### src/rtl/ld4_down_counter.sv
// Presettable 4-bit synchronous down counter with borrow cascade and a
// registered terminal-count pulse; underflow either wraps to F or reloads D.
module ld4_down_counter #(
    parameter string RELOAD_EN = "DISABLED"
) (
    input  logic CK,
    input  logic CD,
    input  logic D0,
    input  logic D1,
    input  logic D2,
    input  logic D3,
    input  logic BI,
    input  logic SP,
    input  logic SD,
    output logic BO,
    output logic TC,
    output logic Q0,
    output logic Q1,
    output logic Q2,
    output logic Q3
);

    localparam bit ReloadOnUnderflow = (RELOAD_EN == "ENABLED");

    logic [3:0] load_val;
    logic [3:0] count_q;
    logic [3:0] count_d;
    logic       tc_q;
    logic       tc_d;
    logic       at_zero;

    assign load_val = {D3, D2, D1, D0};
    assign at_zero  = (count_q == 4'h0);

    // Load outranks counting; an underflow only happens on an enabled decrement at zero.
    always_comb begin
        count_d = count_q;
        tc_d    = 1'b0;
        if (SP) begin
            if (SD) begin
                count_d = load_val;
            end else if (BI) begin
                if (at_zero) begin
                    tc_d    = 1'b1;
                    count_d = ReloadOnUnderflow ? load_val : 4'hF;
                end else begin
                    count_d = count_q - 4'd1;
                end
            end
        end
    end

    always_ff @(posedge CK or posedge CD) begin
        if (CD) begin
            count_q <= 4'h0;
            tc_q    <= 1'b0;
        end else begin
            count_q <= count_d;
            tc_q    <= tc_d;
        end
    end

    // Borrow-out ignores SP/SD so a chain of stages sees the borrow in the same cycle.
    assign BO = BI & at_zero;
    assign TC = tc_q;
    assign Q0 = count_q[0];
    assign Q1 = count_q[1];
    assign Q2 = count_q[2];
    assign Q3 = count_q[3];

endmodule

### config.mk
export PLATFORM = sky130hd
export DESIGN_NAME = ld4_down_counter
export DESIGN_NICKNAME = d
export VERILOG_FILES = /design/src/rtl/ld4_down_counter.sv
export SDC_FILE = /design/constraint.sdc
export NUM_CORES = 1
export LEC_CHECK = 0
export ABC_AREA = 1
export BUFFER_PORTS_ARGS = -buffer_cell sky130_fd_sc_hd__clkbuf_2
export CAP_MARGIN = 20
export CELL_PAD_IN_SITES_DETAIL_PLACEMENT = 1
export CELL_PAD_IN_SITES_GLOBAL_PLACEMENT = 2
export CORE_MARGIN = 2
export CORE_UTILIZATION = 22
export CTS_BUF_LIST = sky130_fd_sc_hd__clkbuf_8
export CTS_CLUSTER_DIAMETER = 100
export DETAILED_ROUTE_END_ITERATION = 10
export PLACE_DENSITY = 0.87
export REMOVE_ABC_BUFFERS = 1
export SETUP_SLACK_MARGIN = 0.5
export SYNTH_ARGS = -nofsm -noshare
export SYNTH_HDL_FRONTEND = slang
export SYNTH_SLANG_ARGS = --single-unit
### constraint.sdc
create_clock -name CK -period 1.3 [get_ports CK]
set_input_delay 0.26 -clock CK [delete_from_list [all_inputs] [get_ports CK]]
set_output_delay 0.26 -clock CK [all_outputs]
set_load 0.01 [all_outputs]
# [Word-level counts from Yosys, hierarchy flattened]
# Cells that the tools add are included.
[word_totals] register_bits=5 elab_cells=14
[classes] muxes=7 bitwise=1 add_sub_neg=1 n_reduce_logical=3
[op_table] op="two-way mux 4 bit" n=3
[op_table] op="zero test 4 bit" n=1
[op_table] op="two-way mux 1 bit" n=4
[op_table] op="subtractor 4 x 1 -> 4 bit, second input constant" n=1
[op_table] op="AND reduction 2 bit" n=1
[op_table] op="nonzero test 2 bit" n=1
[op_table] op="AND 1 bit" n=1

# [Logic depth before layout (Yosys ltp)]
# Gate-level depths: netlist of run 1.
[logic_depth] ltp_word=5 ltp_mapped=8 ltp_nobuf=8

# [Worst setup path before layout of run 1]
# No wires, ideal clock.
[synth_path] kind="flip-flop to output port" start="reg count_q[0]" end="out BO" setup_slack_ns=0.139 arrival_time_ns=0.901 stages_incl_launch_ff=5 cell_sequence="dfrtp_1 -> inv_1 -> ha_1 -> nand4_1 -> inv_1"
[synth_between] elab_chain_len=2
[synth_rtl] element="start: declaration" line_no="26" source="logic [3:0] count_q;"
[synth_rtl] element="start signal: assignment" line_no="58" source="count_q <= count_d;"
[synth_rtl] element="zero test 4 bit" line_no="33" source="assign at_zero = (count_q == 4'h0);"
[synth_rtl] element="AND 1 bit" line_no="64" source="assign BO = BI & at_zero;"
[synth_rtl] element="end: declaration" line_no="15" source="output logic BO,"
# No other way between the ends.

# [Final worst setup path of run 1]
# Same ends and word-level chain as after synthesis.

==> results of run 1 <==
-- flip-flops by register name (all words and copies together), names as in the netlist --
signal,flops
count_q,4
TC,1
-- per-layer routing --
layer | track usage | vias to the layer above
li1 | - | 193
met1 | 0.164 | 174
met2 | 0.234 | 14
met3 | 0.0326 | 4
met4 | 0.150 | 0
met5 | 0 | -
-- cell usage in the layout (no fill, tap or decap) --
| cell type | n |
|---|---|
| nand2_2 | 2 |
| o21ai_2 | 2 |
| inv_2 | 4 |
| dfrtp_1 | 4 |
| clkbuf_2 | 8 |
| nand2_1 | 12 |
| dfrtp_2 | 1 |
| nand3_1 | 2 |
| nand4_1 | 1 |
| dlygate4sd3_1 | 1 |
| buf_6 | 4 |
| nor2_1 | 4 |
| buf_4 | 6 |
| nor2_4 | 1 |
| buf_2 | 3 |
| o211ai_2 | 1 |
| o21ai_1 | 3 |
| o21ai_4 | 1 |
| ha_4 | 1 |
| inv_1 | 5 |
| clkbuf_8 | 4 |
-- worst min path at each step --
| stage | end | slack, ns | cells past startpoint |
|---|---|---|---|
| final | count_q[2]$_DFFE_PP0P_ | 0.31 | 3 |
| after global routing | count_q[2]$_DFFE_PP0P_ | 0.32 | 3 |
| after CTS | TC$_DFF_PP0_ | 0.32 | 3 |
| after detailed placement | TC$_DFF_PP0_ | 0.15 | 2 |
| after global placement | TC$_DFF_PP0_ | 0.15 | 2 |
| after floorplan | TC$_DFF_PP0_ | 0.04 | 1 |
-- power by group --
part	internal (W)	leakage [nW]	switching, W
Combinational	0.000177	0.229	0.000156
Clock	0.000202	0.0269	0.0000719
Sequential	0.000183	0.0616	0.0000225
Total	0.000562	0.317	0.000250
-- cell families after synthesis --
logic type,count (synthesis)
adder cells (fa/ha/maj),1
AND/OR/NAND/NOR,22
flip-flops,5
buffers and inverters,8
AO/OA/AOI/OAI,7
-- cell type report --
| cell class | count | area [um^2] | area share |
|---|---|---|---|
| Sequential cell | 5 | 126 | 0.220 |
| Timing Repair Buffer | 23 | 169 | 0.293 |
| Tap cell | 15 | 18.8 | 0.0326 |
| Inverter | 8 | 30.0 | 0.0522 |
| Multi-Input combinational cell | 30 | 186 | 0.324 |
| Clock buffer | 3 | 41.3 | 0.0717 |
| Clock inverter | 1 | 3.75 | 0.00652 |
-- through the flow --
| stage | std cells | power [W] | utilization | hold WS [ns] |
|---|---|---|---|---|
| after CTS | 85 | 0.000781 | 0.429 | 0.323 |
| after floorplan | 43 | 0.000310 | - | 0.0385 |
| after detailed placement | 73 | 0.000388 | 0.310 | 0.153 |
| after global routing | 85 | 0.000870 | 0.448 | 0.317 |
| final | 85 | 0.000813 | 0.448 | 0.309 |
| after global placement | 73 | 0.000384 | 0.310 | 0.147 |
-- worst min-delay path, delay by kind of cell --
kind / cells / cell delay, ns
simple gates: 1 / 0.06
buf+inv: 1 / 0.09
compound gates: 1 / 0.08
-- what timing repair did --
action | 4_1_cts | 5_1_grt
setup endpoints to repair | 11 | 11
setup buffers | 7 | 0
hold buffers | 1 | 0
resized for setup | 14 | 11
pin swaps | 6 | 2
endpoints found under the hold margin | 5 | 0
==> results.json, run 1 <==
{
  "run_status": "finished with violations",
  "failed_checks": "setup timing",
  "hold_viol": 0,
  "synth_flop_cell": "dfrtp_1",
  "synth_enable_flop_cells": 0,
  "post_place_instance_area_um2": 398,
  "synthMostInstantiatedCell": "nand2_1",
  "holdCritPathClass": "input port to flip-flop",
  "met2_wirelength_um": 477,
  "timing.fmax_mhz": 740,
  "floorplan.die.height_um": 41.0,
  "antenna_cells": 0,
  "grt_antenna_before_repair": 0,
  "rr_worst_depth": 9,
  "met3RoutedLength_um": 57,
  "globalRouteTotalUtil": 0.151,
  "timing.critical_path.cells": "inv_2 > ha_4 > nand4_1 > inv_1 > buf_2",
  "portBuffers": 14,
  "synth.yosys.seq_area_share": 0.415,
  "timing.clock.skew_ns": 0.00176,
  "timing.critical_path.slowest_stage_cell": "dfrtp_1",
  "worst_ep_arrival_time_ns": 1.09,
  "r2r-start": "count_q[1]$_DFFE_PP0P_",
  "critPathMaxFanout": 2,
  "path_depth": 5,
  "via_count_of_the_first_global_routing_pass": 369,
  "finished_layout_cell_area_um2": 576,
  "overflow": 0,
  "postRouteAntennaNets": 0,
  "timing.reg2reg.setup_slack_ns": 0.08,
  "type_of_destination_of_the_critical_path": "primary output",
  "slew-limit-headroom": 0.853,
  "num-fill-cells": 162,
  "place_worst_setup_slack_ns": 0.0726,
  "power-per-cell-area_mw_per_mm2": 1410,
  "timing.setup.critical_path_class": "flip-flop to primary output",
  "synth_top_cells_by_count": "nand2_1 (14), inv_1 (6), dfrtp_1 (5), nor2_1 (5), o21ai_0 (3)",
  "synth_top_family_by_area": "simple AND/OR/NAND/NOR gates",
  "critical_path.max_stage_delay_ns": 0.38,
  "grt_first_pass_wirelength_mm": 1.51,
  "top_layer_used": "met4",
  "finalSetupTns_ns": -0.0896,
  "tritoncts_clock_tree": "yes",
  "die_area_mm2": 0.00168,
  "max-clock-path-buffers": 2,
  "rsz0062_at_grt": "yes",
  "synth.cell_area_um2": 302,
  "drt-initial-drc-count": 0,
  "timing.final.crit_period_ns": 1.35,
  "yosysUniqueCellTypes": 12,
  "drt-vias-per-instance": 4.53,
  "yosys.area.top_type": "dfrtp_1",
  "ios": 15,
  "max-vdd-ir-drop_uv": 698,
  "layout-area-overhead-vs-synth_pct": 90.9,
  "initial_utilization": 0.235,
  "rr_endpoint": "count_q[3]$_DFFE_PP0P_",
  "clockRootBuffer": "clkbuf_8",
  "routed_wire_length_per_instance_um": 11.5,
  "synthAdderAreaFrac": 0.0415,
  "detail_route.first_pass.iterations": 1,
  "worst-path-buf-inv": 3,
  "synthCells": 43,
  "vias": 385,
  "max_cap_violations": 0,
  "ys_top_cells_by_area": "dfrtp_1 (41%), nand2_1 (17%), inv_1 (7.5%)",
  "static-leakage-power_nw": 0.317,
  "endpoint": "BO",
  "clkTransAtPathRegs_ns": 0.03,
  "cp.required_ns": 1.04,
  "worst_setup_path_startpoint": "count_q[0]$_DFFE_PP0P_",
  "cts.sink_count": 5,
  "fp.coreArea_mm2": 0.00128,
  "synth-compound-area-share": 0.154,
  "final_layout_size_suffix_gt1_frac": 0.543,
  "yosysWarnings": 0,
  "fin_crit_sh": 1.04,
  "drt_drc_violations_left": 0,
  "netlist.area_leader.share": 0.415,
  "worstMarginPinSlew_ns": 0.220,
  "worst_setup_margin_ns": -0.0505,
  "timing.critical_path.from_type": "flip-flop",
  "muxShareOfSynthArea": 0,
  "tritoncts.num_buffers": 3,
  "cpLargestDelayFamily": "flip-flops",
  "detail_route.wirelength.met1_um": 390,
  "rows": 13,
  "grt_start_max_net_pins": 8,
  "drt_wl_total_um": 974,
  "setup_viol": 2,
  "clock_insertion_delay_worst_skew_ns": 0.22,
  "dpl.hpwl_um": 698,
  "h-tree-depth": 1,
  "globalplace.congestion": 0.691,
  "share_of_synthesized_cell_area_in_and_or_nand_and_nor_gates": 0.290,
  "async_reset_ff_frac": 1.00,
  "final_net_count": 81,
  "worstHoldStart": "D2",
  "ys_seq_elements": 5,
  "dieWidth_um": 41.0,
  "area_share_of_xor_xnor_cells_in_the_synthesized_design": 0,
  "final_max_slew_viol_count": 0,
  "synth_area_per_cell_um2": 7.01
}
Power figures use the tool's default switching activity.
==> inputs of run 2 (changes only) <==
- CORE_AREA: not set -> 2 2 39 41
- CORE_MARGIN: 2 -> not set
- CORE_UTILIZATION: 22 -> not set
- DIE_AREA: not set -> 0 0 41 43
- PLACE_DENSITY: 0.87 -> 0.89
- clock period: 1.3 -> 1.75 ns (I/O delays scaled with it)
==> run 2 against run 1 <==
The run ends with hold timing left; non-clock buffer count grew 6; cell area up 5.7%; via count is 6.8% higher; register-to-register slack improved by 0.26 ns; die area grew 4.8%; clock power decreased by 20%; worst setup slack improved by 0.34 ns; cell count is 8.2% higher; hold slack worse by 0.31 ns; critical path type unchanged.
==> results.json, run 2 (synthesis results as in run 1) <==
{
  "run_status": "finished with violations",
  "failed_checks": "hold timing",
  "hold_ws_ns": -0.00180,
  "die_area_mm2": 0.00176,
  "floorplan.die.height_um": 43,
  "clock_insertion_delay_worst_skew_ns": 0.23,
  "dpl.hpwl_um": 711,
  "post_place_cells": 73,
  "timing.clock.skew_ns": 0.00521,
  "r2r-start": "count_q[0]$_DFFE_PP0P_",
  "static-leakage-power_nw": 0.339,
  "max-clock-path-buffers": 2,
  "hold_viol": 4,
  "fraction_of_the_core_area_covered_by_cells_at_the_end_of_the_flow": 0.439,
  "slew-limit-headroom": 0.852,
  "post_cts_hold_buffer_count": 0,
  "post_place_instance_area_um2": 392,
  "worst_ep_arrival_time_ns": 1.11,
  "overflow": 0,
  "final_layout_size_suffix_gt1_frac": 0.566,
  "layout-area-overhead-vs-synth_pct": 102,
  "tritoncts_clock_tree": "yes",
  "multi_input_comb_area_um2": 176,
  "timing.setup.critical_path_class": "flip-flop to primary output",
  "portBuffers": 14,
  "clkTransAtPathRegs_ns": 0.04,
  "num-fill-cells": 181,
  "worstMarginPinSlew_ns": 0.222,
  "vias": 411,
  "stdcell_count": 92,
  "largest_register": "count_q",
  "rsz0062_at_grt": "yes",
  "drt_wl_total_mm": 1.10,
  "type_of_destination_of_the_critical_path": "primary output",
  "drt-vias-per-instance": 4.47,
  "initial_utilization": 0.218,
  "fin_crit_sh": 0.836,
  "grt_start_max_net_pins": 8,
  "setup_viol": 0,
  "critPathMaxFanout": 2,
  "timing.final.crit_period_ns": 1.46,
  "via_count_of_the_first_global_routing_pass": 419,
  "dieWidth_um": 41,
  "storage_cell_area_um2": 125,
  "grt_first_pass_wirelength_mm": 1.70,
  "ios": 15,
  "final_max_slew_viol_count": 0,
  "largest_reg_flops": 4,
  "h-tree-depth": 1,
  "rr_worst_depth": 9,
  "final_net_count": 87,
  "globalplace.congestion": 0.649,
  "antenna_cells": 0,
  "detail_route.first_pass.iterations": 1,
  "rr_endpoint": "TC$_DFF_PP0_",
  "max_cap_violations": 0,
  "timing.fmax_mhz": 683,
  "fp.coreArea_mm2": 0.00138,
  "postRouteAntennaNets": 0,
  "max-vdd-ir-drop_uv": 558,
  "finished_layout_cell_area_um2": 608,
  "holdCritPathClass": "input port to async pin",
  "drt_drc_violations_left": 0,
  "grt_antenna_before_repair": 0,
  "most-common-layout-cells": "nand2_1 (13), clkbuf_2 (12), buf_4 (11)",
  "timing.reg2reg.setup_slack_ns": 0.34,
  "tritoncts.num_buffers": 3,
  "globalRouteTotalUtil": 0.159,
  "routed_wire_length_per_instance_um": 11.9,
  "drt-initial-drc-count": 0,
  "cp.required_ns": 1.40,
  "power-per-cell-area_mw_per_mm2": 1030,
  "rows": 14,
  "clockRootBuffer": "clkbuf_8",
  "layout_commonest_cell": "nand2_1",
  "finalSetupTns_ns": 0,
  "timing.critical_path.from_type": "flip-flop",
  "cts.sink_count": 5
}
==> run 2: cell count changes in the layout (fill, tap and decap cells not counted), sizes merged <==
cell and delta:
buf +4, clkbuf +3, clkinv +1, dlygate4sd3 -1, inv -1
==> run 2: worst max-delay path by stage <==
stage / start / end / slack [ns]
2_1_floorplan: count_q[0]$_DFFE_PP0P_ / BO / 0.50
3_3_place_gp: count_q[0]$_DFFE_PP0P_ / BO / 0.44
3_5_place_dp: count_q[0]$_DFFE_PP0P_ / BO / 0.39
4_1_cts: count_q[1]$_DFFE_PP0P_ / BO / 0.29
5_1_grt: count_q[0]$_DFFE_PP0P_ / BO / 0.21
6_report: count_q[0]$_DFFE_PP0P_ / BO / 0.29
==> run 2: final cells by class <==
class	count	share of cell area
Clock buffer	3	0.0679
Clock inverter	1	0.00823
Inverter	8	0.0494
Multi-Input combinational cell	30	0.290
Sequential cell	5	0.206
Tap cell	16	0.0329
Timing Repair Buffer	29	0.346
==> run 2: power breakdown <==
| part | leakage, nW | internal, W | switching, W |
|---|---|---|---|
| Clock | 0.0255 | 0.000154 | 0.0000666 |
| Combinational | 0.251 | 0.000134 | 0.000116 |
| Sequential | 0.0626 | 0.000135 | 0.0000180 |
| Total | 0.339 | 0.000423 | 0.000201 |
==> run 2: metal layers <==
metal	global-route usage	vias to the layer above	wire, um
met5	0	-	0
met3	0.0314	5	59
met2	0.259	15	631
met4	0.160	0	52
met1	0.145	191	352
li1	-	200	-
==> run 2: worst max-delay path, stage by stage, from the launching register on <==
cell and delay (ns):
dfrtp_1 0.39, inv_2 0.09, ha_4 0.13, nand4_1 0.09
inv_1 0.09, buf_6 0.10
==> run 2: timing repair <==
item	CTS	global route
buffers inserted	9	6
resized for setup	4	13
pin swaps	2	5
endpoints found under the hold margin	0	0
setup endpoints to repair	1	4
==> run 2: stage by stage <==
stage	worst slack, ns	power [W]
2_1_floorplan	0.499	0.000230
3_3_place_gp	0.437	0.000281
3_5_place_dp	0.388	0.000286
4_1_cts	0.294	0.000564
5_1_grt	0.212	0.000667
6_report	0.286	0.000624
==> inputs of run 3 (changes only) <==
- CORE_AREA: 2 2 39 41 -> not set
- CORE_MARGIN: not set -> 2
- CORE_UTILIZATION: not set -> 22
- DIE_AREA: 0 0 41 43 -> not set
- PLACE_DENSITY: 0.89 -> 0.87
- clock period: 1.75 -> 1.49 ns (I/O delays scaled with it)
==> run 3 against run 2 <==
The run now ends clean; combinational power rose by 33%; largest cell class unchanged; cell count fell by 3.3%; critical endpoint unchanged; first-iteration DRC count is 1 higher; die area fell by 4.6%.
==> results.json, run 3 (synthesis results as in run 1) <==
{
  "run_status": "finished, final reports clean",
  "vias": 387,
  "initial_utilization": 0.235,
  "worst_ep_arrival_time_ns": 1.09,
  "timing.critical_path.cells": "inv_1 > nand4_1 > inv_1 > buf_2",
  "cell_with_the_most_instances_on_the_worst_path": "inv_1",
  "holdCritPathClass": "input port to flip-flop",
  "drt_wl_total_um": 996,
  "timing.clock.skew_ns": 0.000709,
  "static-leakage-power_nw": 0.342,
  "fin_crit_sh": 0.928,
  "finished_layout_cell_area_um2": 602,
  "die_area_mm2": 0.00168,
  "num-fill-cells": 167,
  "grt_start_max_net_pins": 8,
  "h-tree-depth": 1,
  "power-per-cell-area_mw_per_mm2": 1240,
  "post_place_instance_area_um2": 390,
  "antenna_cells": 0,
  "globalplace.congestion": 0.695,
  "grt_antenna_before_repair": 0,
  "largest_reg_flops": 4,
  "worstHoldStart": "SP",
  "worst_setup_path_startpoint": "count_q[2]$_DFFE_PP0P_",
  "most-common-layout-cells": "nand2_1 (12), clkbuf_2 (9), buf_6 (8), buf_4 (8)",
  "overflow": 0,
  "rr_worst_depth": 10,
  "drt-vias-per-instance": 4.35,
  "r2r-start": "count_q[1]$_DFFE_PP0P_",
  "fin_total_pwr_w": 0.000747,
  "via_count_of_the_first_global_routing_pass": 357,
  "max-clock-path-buffers": 2,
  "cts.sink_count": 5,
  "detail_route.first_pass.iterations": 2,
  "type_of_destination_of_the_critical_path": "primary output",
  "portBuffers": 14,
  "rsz0062_at_grt": "yes",
  "slew-limit-headroom": 0.849,
  "final_max_slew_viol_count": 0,
  "fraction_of_the_core_area_covered_by_cells_at_the_end_of_the_flow": 0.468,
  "globalRouteTotalUtil": 0.147,
  "dpl.hpwl_um": 655,
  "rr_endpoint": "count_q[3]$_DFFE_PP0P_",
  "timing.reg2reg.setup_slack_ns": 0.24,
  "critical_path.max_stage_delay_ns": 0.41,
  "hold_viol": 0,
  "final_net_count": 85,
  "tritoncts_clock_tree": "yes",
  "clkTransAtPathRegs_ns": 0.03,
  "timing.critical_path.slowest_stage_cell": "dfrtp_1",
  "clock_insertion_delay_worst_skew_ns": 0.22,
  "setup_viol": 0,
  "cp.required_ns": 1.19,
  "tritoncts.num_buffers": 3,
  "timing.final.crit_period_ns": 1.38,
  "final_layout_size_suffix_gt1_frac": 0.527,
  "timing.setup.critical_path_class": "flip-flop to primary output",
  "layout_commonest_cell": "nand2_1",
  "floorplan.die.height_um": 41.0,
  "rows": 13,
  "ios": 15,
  "finalSetupTns_ns": 0,
  "fp.coreArea_mm2": 0.00128,
  "place_worst_setup_slack_ns": 0.195,
  "endpoint": "BO",
  "worstMarginPinSlew_ns": 0.226,
  "critPathMaxFanout": 4,
  "worst_setup_margin_ns": 0.107,
  "dieWidth_um": 41.0,
  "routed_wire_length_per_instance_um": 11.2,
  "drt-initial-drc-count": 1,
  "timing.critical_path.from_type": "flip-flop",
  "grt_first_pass_wirelength_mm": 1.47,
  "largest_register": "count_q",
  "drt_drc_violations_left": 0,
  "timing.fmax_mhz": 723,
  "clockRootBuffer": "clkbuf_8",
  "max-vdd-ir-drop_uv": 492,
  "postRouteAntennaNets": 0,
  "layout-area-overhead-vs-synth_pct": 99.6,
  "max_cap_violations": 0
}
==> run 3: cell count changes in the layout (fill, tap and decap cells not counted), sizes merged <==
cell	before	now
clkbuf	15	12
inv	8	9
dlygate4sd3	0	1
clkinv	1	0
==> run 3: final cells by class <==
| class | instances | area (um^2) | share of cell area |
|---|---|---|---|
| well taps | 15 | 18.8 | 0.0312 |
| flip-flops and latches | 5 | 125 | 0.208 |
| inverters | 8 | 30.0 | 0.0499 |
| multi-input cells | 30 | 173 | 0.287 |
| repair buffers | 27 | 210 | 0.349 |
| clock buffers | 3 | 41.3 | 0.0686 |
| clock inverters | 1 | 3.75 | 0.00624 |
==> run 3: worst min path at each step <==
| stage | depth (start not counted) | slack, ns | to |
|---|---|---|---|
| after floorplan | 1 | 0.08 | TC$_DFF_PP0_ |
| after global placement | 2 | 0.19 | TC$_DFF_PP0_ |
| after detailed placement | 2 | 0.19 | count_q[1]$_DFFE_PP0P_ |
| after CTS | 3 | 0.31 | TC$_DFF_PP0_ |
| after global routing | 3 | 0.34 | TC$_DFF_PP0_ |
| final | 3 | 0.32 | TC$_DFF_PP0_ |
==> run 3: through the flow <==
step / std cells / hold slack [ns]
2_1_floorplan: 43 / 0.0765
3_3_place_gp: 72 / 0.185
3_5_place_dp: 72 / 0.191
4_1_cts: 85 / 0.314
5_1_grt: 89 / 0.339
6_report: 89 / 0.325
==> run 3: critical path: cells and delay by family, from the launching register on <==
| kind | cells | cell delay, ns |
|---|---|---|
| flip-flops | 1 | 0.41 |
| buffers and inverters | 3 | 0.33 |
| AND/OR/NAND/NOR | 1 | 0.13 |
==> run 3: power by group <==
part / total, W / internal (W) / switching (W)
sequential: 0.000175 / 0.000159 / 0.0000168
clock: 0.000238 / 0.000176 / 0.0000621
combinational: 0.000333 / 0.000190 / 0.000144
==> run 3: timing repair <==
item / CTS / global route
hold buffers: 1 / 0
pin swaps: 5 / 6
hold endpoints to repair: 5 / 0
endpoints found under the setup margin: 10 / 9
resized for setup: 10 / 13
setup buffers: 8 / 4
==> run 3: metal layers <==
layer,GRT usage,wire (um)
met1,0.168,418
met2,0.215,501
met3,0.0326,57
met4,0.150,20
met5,0,0
